### src/rtl/run_ctrl_pkg.sv
// Shared types and default constants for the host-side run controller.
package run_ctrl_pkg;

  typedef enum logic [2:0] {
    S_IDLE,
    S_LOAD,
    S_CORE_RST,
    S_RUN,
    S_DRAIN_RD,
    S_DRAIN_OUT
  } run_state_t;

  // Cycles the core is held in reset between load and run.
  localparam int CORE_RST_HOLD = 2;

  localparam int DEF_AW       = 8;
  localparam int DEF_LD_BASE  = 0;
  localparam int DEF_RES_BASE = 64;
  localparam int DEF_RES_LEN  = 64;
  localparam int DEF_CW       = 16;
  localparam int DEF_MAX_CYC  = 'hFFFF;

endpackage

### src/rtl/run_ctrl.sv
// Host-side run controller: loads data memory, runs the core with a cycle
// limit, then streams a fixed result window back to the host.
module run_ctrl
  import run_ctrl_pkg::*;
#(
  parameter int             AW       = DEF_AW,
  parameter int             LD_BASE  = DEF_LD_BASE,
  parameter int             RES_BASE = DEF_RES_BASE,
  parameter int             RES_LEN  = DEF_RES_LEN,
  parameter int             CW       = DEF_CW,
  parameter logic [CW-1:0]  MAX_CYC  = CW'(DEF_MAX_CYC)
) (
  input  logic          clk,
  input  logic          reset,
  input  logic          start,
  input  logic          in_valid,
  output logic          in_ready,
  input  logic [7:0]    in_data,
  input  logic          in_last,
  output logic          out_valid,
  input  logic          out_ready,
  output logic [7:0]    out_data,
  output logic          out_last,
  output logic          core_reset,
  output logic          core_req,
  input  logic          core_done,
  output logic          mem_sel,
  output logic          mem_wr_en,
  output logic [AW-1:0] mem_addr,
  output logic [7:0]    mem_wr_data,
  input  logic [7:0]    mem_rd_data,
  output logic          busy,
  output logic          timeout,
  output logic [CW-1:0] cycle_cnt
);

  localparam int            HW        = (CORE_RST_HOLD > 1) ? $clog2(CORE_RST_HOLD) : 1;
  localparam logic [HW-1:0] HOLD_LAST = HW'(CORE_RST_HOLD - 1);
  localparam logic [AW-1:0] LAST_IDX  = AW'(RES_LEN - 1);
  localparam logic [AW-1:0] LD_ADDR0  = AW'(LD_BASE);
  localparam logic [AW-1:0] RES_ADDR0 = AW'(RES_BASE);

  run_state_t    state_q, state_d;
  logic [AW-1:0] idx_q, idx_d;
  logic [AW-1:0] ridx_q, ridx_d;
  logic [HW-1:0] hold_q, hold_d;
  logic [CW-1:0] cnt_q, cnt_d;
  logic          to_q, to_d;
  logic [7:0]    odata_q, odata_d;

  logic          core_reset_q, core_req_q, mem_sel_q, in_ready_q;
  logic          out_valid_q, out_last_q, busy_q;

  always_comb begin
    state_d = state_q;
    idx_d   = idx_q;
    ridx_d  = ridx_q;
    hold_d  = hold_q;
    cnt_d   = cnt_q;
    to_d    = to_q;
    odata_d = odata_q;
    unique case (state_q)
      S_IDLE: begin
        if (start) begin
          state_d = S_LOAD;
          idx_d   = '0;
          cnt_d   = '0;
          to_d    = 1'b0;
        end
      end
      S_LOAD: begin
        if (in_valid) begin
          idx_d = idx_q + 1'b1;
          if (in_last) begin
            state_d = S_CORE_RST;
            hold_d  = '0;
          end
        end
      end
      S_CORE_RST: begin
        if (hold_q == HOLD_LAST) state_d = S_RUN;
        else                     hold_d  = hold_q + 1'b1;
      end
      S_RUN: begin
        // done has priority over the limit so a job finishing exactly on
        // the last allowed cycle is not reported as a timeout
        if (core_done) begin
          state_d = S_DRAIN_RD;
          ridx_d  = '0;
        end else if (cnt_q == MAX_CYC) begin
          to_d    = 1'b1;
          state_d = S_DRAIN_RD;
          ridx_d  = '0;
        end else begin
          cnt_d = cnt_q + 1'b1;
        end
      end
      S_DRAIN_RD: begin
        odata_d = mem_rd_data;
        state_d = S_DRAIN_OUT;
      end
      S_DRAIN_OUT: begin
        if (out_ready) begin
          if (ridx_q == LAST_IDX) begin
            state_d = S_IDLE;
          end else begin
            ridx_d  = ridx_q + 1'b1;
            state_d = S_DRAIN_RD;
          end
        end
      end
      default: state_d = S_IDLE;
    endcase
  end

  always_ff @(posedge clk) begin
    if (reset) begin
      state_q      <= S_IDLE;
      idx_q        <= '0;
      ridx_q       <= '0;
      hold_q       <= '0;
      cnt_q        <= '0;
      to_q         <= 1'b0;
      odata_q      <= '0;
      core_reset_q <= 1'b1;
      core_req_q   <= 1'b0;
      mem_sel_q    <= 1'b0;
      in_ready_q   <= 1'b0;
      out_valid_q  <= 1'b0;
      out_last_q   <= 1'b0;
      busy_q       <= 1'b0;
    end else begin
      state_q      <= state_d;
      idx_q        <= idx_d;
      ridx_q       <= ridx_d;
      hold_q       <= hold_d;
      cnt_q        <= cnt_d;
      to_q         <= to_d;
      odata_q      <= odata_d;
      // Status lines are decoded from the next state so they are clean flops.
      core_reset_q <= (state_d == S_IDLE) || (state_d == S_LOAD) || (state_d == S_CORE_RST);
      core_req_q   <= (state_d == S_RUN);
      mem_sel_q    <= (state_d == S_LOAD) || (state_d == S_DRAIN_RD);
      in_ready_q   <= (state_d == S_LOAD);
      out_valid_q  <= (state_d == S_DRAIN_OUT);
      out_last_q   <= (state_d == S_DRAIN_OUT) && (ridx_d == LAST_IDX);
      busy_q       <= (state_d != S_IDLE);
    end
  end

  always_comb begin
    mem_addr = '0;
    if (state_q == S_LOAD)          mem_addr = LD_ADDR0 + idx_q;
    else if (state_q == S_DRAIN_RD) mem_addr = RES_ADDR0 + ridx_q;
  end

  assign mem_wr_en   = in_ready_q & in_valid;
  assign mem_wr_data = in_ready_q ? in_data : 8'h00;

  assign core_reset = core_reset_q;
  assign core_req   = core_req_q;
  assign mem_sel    = mem_sel_q;
  assign in_ready   = in_ready_q;
  assign out_valid  = out_valid_q;
  assign out_last   = out_last_q;
  assign out_data   = odata_q;
  assign busy       = busy_q;
  assign timeout    = to_q;
  assign cycle_cnt  = cnt_q;

  a_out_hold: assert property (@(posedge clk) disable iff (reset)
    (out_valid && !out_ready) |=> (out_valid && $stable(out_data)));

endmodule

### config.mk
export PLATFORM = sky130hd
export DESIGN_NAME = run_ctrl
export DESIGN_NICKNAME = d
export VERILOG_FILES = /design/src/rtl/run_ctrl_pkg.sv /design/src/rtl/run_ctrl.sv
export SDC_FILE = /design/constraint.sdc
export NUM_CORES = 1
export LEC_CHECK = 0
export BUFFER_PORTS_ARGS = -buffer_cell sky130_fd_sc_hd__buf_2
export CORE_MARGIN = 1.5
export CORE_UTILIZATION = 52
export CTS_CLUSTER_DIAMETER = 80
export DETAILED_ROUTE_END_ITERATION = 10
export GPL_TIMING_DRIVEN = 0
export PLACE_DENSITY = 0.86
export SLEW_MARGIN = 15
export SYNTH_ARGS = -nofsm -noshare
export SYNTH_HDL_FRONTEND = slang
export SYNTH_SLANG_ARGS = --single-unit
### constraint.sdc
create_clock -name clk -period 2.1 [get_ports clk]
set_input_delay 0.42 -clock clk [delete_from_list [all_inputs] [get_ports clk]]
set_output_delay 0.42 -clock clk [all_outputs]
set_load 0.005 [all_outputs]
==> key figures <==
Run status
  – Result of the run: complete, but fails checks
  – Violated checks: negative setup slack

Power
  – Power Density: 663 nW/µm²
  – Post-layout total power: 2.25 mW
  – Static Leakage: 1.41 nW
  – Maximum vdd ir drop: 0.360 mV

Clock network
  – CTS tree: done
  – Sink count of the clock tree: 52
  – Later-pin clock latency in the skew report: 0.30 ns
  – TritonCTS buffer count: 5
  – # hold bufs at CTS: 0
  – Clock root buffer: sky130_fd_sc_hd__clkbuf_8
  – H-tree levels: 2
  – Largest buffer count on any clock path: 2
  – Clock transition at the register clock pins on the worst setup and hold paths after CTS: 0.09 ns

STA
  – Unrepaired setup endpoints after global routing: yes
  – Hold_ws: 0.344 ns
  – Final critical-path share of the clock period: 1.02
  – Number of hold violations in the final report: 0
  – Max transition margin: 0.613
  – Skew final: 0.00314 ns
  – Max-slew violation count: 0
  – Highest Clock Rate: 0.465 GHz
  – Post-layout min period: 2.15 ns
  – Fin worst setup slack: -0.0495 ns
  – Number of setup violations in the final report: 3
  – Measured slew at the worst slew-check pin: 0.579 ns

Critical path
  – Endpoint arrival time on the critical path: 2.39 ns
  – Termination of the worst setup path: mem_sel$_SDFF_PP0_
  – Highest net fanout along the worst path: 5
  – Worst r2r src: cycle_cnt[0]$_SDFFE_PP0P_
  – Critical path required time: 2.34 ns
  – CP startpoint kind: register
  – FF-to-FF path depth: 8
  – Start point of the critical path: cycle_cnt[0]$_SDFFE_PP0P_
  – RR Endpoint: mem_sel$_SDFF_PP0_
  – R2R setup slack: -0.05 ns
  – Worst setup path category: reg -> reg
  – Critical Path End Type: register

Synth
  – Fraction of the mapped netlist area in compound gates: 0.159
  – Yosys warnings: 0
  – Yosys reg bits: 52
  – Main area contributors after synthesis: sky130_fd_sc_hd__dfxtp_1 40%, sky130_fd_sc_hd__xor2_1 6.3%, sky130_fd_sc_hd__nand2_1 5.7%
  – Dominant synthesized flop cell: sky130_fd_sc_hd__dfxtp_1
  – Synth cell count leaders: 52 x sky130_fd_sc_hd__dfxtp_1, 40 x sky130_fd_sc_hd__nand2_1, 39 x sky130_fd_sc_hd__nor2_1
  – Register area share after synthesis: 0.396
  – Post-Synth Adder-Cell Area: 0.0190
  – Number of distinct library cells after synthesis: 43
  – Synth Net Count: 357
  – Main combinational cell family by area after synthesis: simple AND/OR/NAND/NOR gates
  – Proportion of synthesized flip-flops having asynchronous set or reset: 0
  – Most used standard cell by instance count after synthesis: sky130_fd_sc_hd__dfxtp_1
  – Proportion of netlist area held by the largest area contributor: 0.396
  – Fraction of the mapped netlist area in simple logic gates: 0.311
  – Mux cell area share after synthesis: 0.00761
  – Synthesized area: 2630 µm²
  – Cell type contributing the most total cell area after synthesis: sky130_fd_sc_hd__dfxtp_1
  – Post-synthesis share of cell area spent on xor and xnor gates: 0.0766
  – Number of enable-type register cells in the synthesized netlist: 0
  – Mapped Cells: 330
  – Post-Synthesis Mean Instance Area: 7.97 µm²

GRT
  – Total global-route track usage: 0.248
  – Largest net degree at the start of global routing: 17
  – Grt ovf: 0
  – Via count of the first global-routing pass: 2302
  – Initial antenna violation count: 0
  – First-pass GRT wire length: 10600 µm

Route
  – Number of antenna-violating nets in the routed design: 0
  – Initial DRT Pass Iterations: 5
  – Post-DR vias/cell: 5.88
  – DRC violation count after routing: 0
  – 1st-iter DRT viols: 291
  – Post-detailed-routing wire length: 7600 µm
  – Per-cell routed wire length: 15.8 µm
  – Total number of vias: 2835

Floorplanning
  – Std-Cell Core Area: 4790 µm²
  – Number of top-level design ports: 72
  – Height of the chip: 74.1 µm
  – Rows: 25
  – Effective utilization at floorplan: 0.550
  – Die area: 5500 µm²
  – Horizontal die dimension: 74.1 µm

Placed design
  – Half-perimeter wire length of the detailed placement result: 4780 µm
  – Buffers added on ports: 70
  – Final RePlAce weighted congestion: 0.916

Cells and area
  – P&R area growth vs syn: 29.0%
  – Ant. Diodes: 0
  – Share of layout cells above drive strength 1: 0.296
  – Net total in the final layout: 441

Hold path
  – Tightest Hold Check Type: in -> reg

Job
  – # Max-Cap Violations: 0
[cell usage in the layout (no fill, tap or decap), types with 3 or more instances in the layout]
cell,n
sky130_fd_sc_hd__nand4_1,13
sky130_fd_sc_hd__clkbuf_8,7
sky130_fd_sc_hd__a211oi_1,5
sky130_fd_sc_hd__nand2_1,40
sky130_fd_sc_hd__nor2_1,38
sky130_fd_sc_hd__a21oi_1,23
sky130_fd_sc_hd__o21ai_0,12
sky130_fd_sc_hd__o21a_1,3
sky130_fd_sc_hd__nor3_1,4
sky130_fd_sc_hd__and4_1,4
sky130_fd_sc_hd__xor2_1,19
sky130_fd_sc_hd__nand3_1,22
sky130_fd_sc_hd__buf_4,9
sky130_fd_sc_hd__a31oi_1,4
sky130_fd_sc_hd__inv_1,5
sky130_fd_sc_hd__buf_2,71
sky130_fd_sc_hd__and2_1,11
sky130_fd_sc_hd__dfxtp_1,45
sky130_fd_sc_hd__dfxtp_2,5
sky130_fd_sc_hd__clkbuf_1,6
sky130_fd_sc_hd__xnor2_1,4
sky130_fd_sc_hd__and3_1,6
sky130_fd_sc_hd__a22o_1,6
sky130_fd_sc_hd__nor2b_1,3
[layout make-up]
cell class | instances | area, µm²
Inverter | 7 | 26.3
Sequential cell | 52 | 1050
Fill cell | 384 | 1390
Clock buffer | 6 | 82.6
Timing Repair Buffer | 79 | 418
Multi-Input combinational cell | 258 | 1650
Tap cell | 67 | 83.8
Buffer | 11 | 61.3
Clock inverter | 2 | 15.0
[cell families (layout without fill, tap and decap cells)]
logic type | Yosys count | in the layout
XOR/XNOR | 23 | 23
flip-flops | 52 | 52
buffers and inverters | 21 | 105
AND/OR/NAND/NOR | 161 | 162
adder cells (fa/ha/maj) | 4 | 4
AO/OA/AOI/OAI | 67 | 67
multiplexers | 2 | 2
[repair_timing]
item,in CTS,in global routing
pin swaps,1,9
buffers inserted,1,8
endpoints found under the setup margin,28,22
gates resized for setup,19,25
cloned,0,1
[registers in the layout, summed over array words and instances, names as in the netlist]
signal,flops
timeout,1
mem_sel,1
in_ready,1
out_last,1
hold_q,1
out_data,8
ridx_q,8
busy,1
idx_q,8
state_q,3
out_valid,1
cycle_cnt,16
core_req,1
core_reset,1
[layer usage]
metal,track usage,vias up,share of wire
met2,0.399,158,0.48
met3,0.0447,14,0.082
li1,-,1340,-
met1,0.337,1323,0.42
met4,0.0802,0,0.016
met5,0,-,0
[how the worst min path moves through the flow]
| stage | from | endpoint | slack, ns | cells past startpoint |
|---|---|---|---|---|
| after floorplan | out_data[0]$_SDFFE_PP0N_ | out_data[0]$_SDFFE_PP0N_ | 0.45 | 2 |
| after global placement | out_data[0]$_SDFFE_PP0N_ | out_data[0]$_SDFFE_PP0N_ | 0.44 | 2 |
| after detailed placement | out_data[0]$_SDFFE_PP0N_ | out_data[0]$_SDFFE_PP0N_ | 0.45 | 2 |
| after CTS | mem_rd_data[4] | out_data[4]$_SDFFE_PP0N_ | 0.35 | 3 |
| after global routing | mem_rd_data[5] | out_data[5]$_SDFFE_PP0N_ | 0.35 | 3 |
| final | mem_rd_data[1] | out_data[1]$_SDFFE_PP0N_ | 0.34 | 3 |
[per-stage QoR]
step | TNS, ns | area (µm²) | setup WS [ns] | std cells | util
4_1_cts | 0 | 3230 | 0.00348 | 475 | 0.674
2_1_floorplan | 0 | 2630 | 0.0933 | 330 | -
6_report | -0.0985 | 3390 | -0.0495 | 482 | 0.709
5_1_grt | -0.658 | 3390 | -0.104 | 482 | 0.709
3_3_place_gp | -0.282 | 3070 | -0.0978 | 467 | 0.641
3_5_place_dp | -0.362 | 3070 | -0.0718 | 467 | 0.641
[worst max-delay path, stage by stage, from the launching register on]
cell and delay (ns):
sky130_fd_sc_hd__dfxtp_4 0.39, sky130_fd_sc_hd__ha_4 0.14, sky130_fd_sc_hd__nand4_1 0.14, sky130_fd_sc_hd__nor4_4 0.33
sky130_fd_sc_hd__buf_4 0.20, sky130_fd_sc_hd__nor3_4 0.06, sky130_fd_sc_hd__a311o_1 0.38, sky130_fd_sc_hd__or3_1 0.33
sky130_fd_sc_hd__a21oi_1 0.12
[power by group]
| group | internal (mW) | switching (mW) |
|---|---|---|
| clock | 0.267 | 0.331 |
| sequential | 1.04 | 0.0443 |
| combinational | 0.227 | 0.339 |
Note: power is estimated with default switching activity, not from simulation.
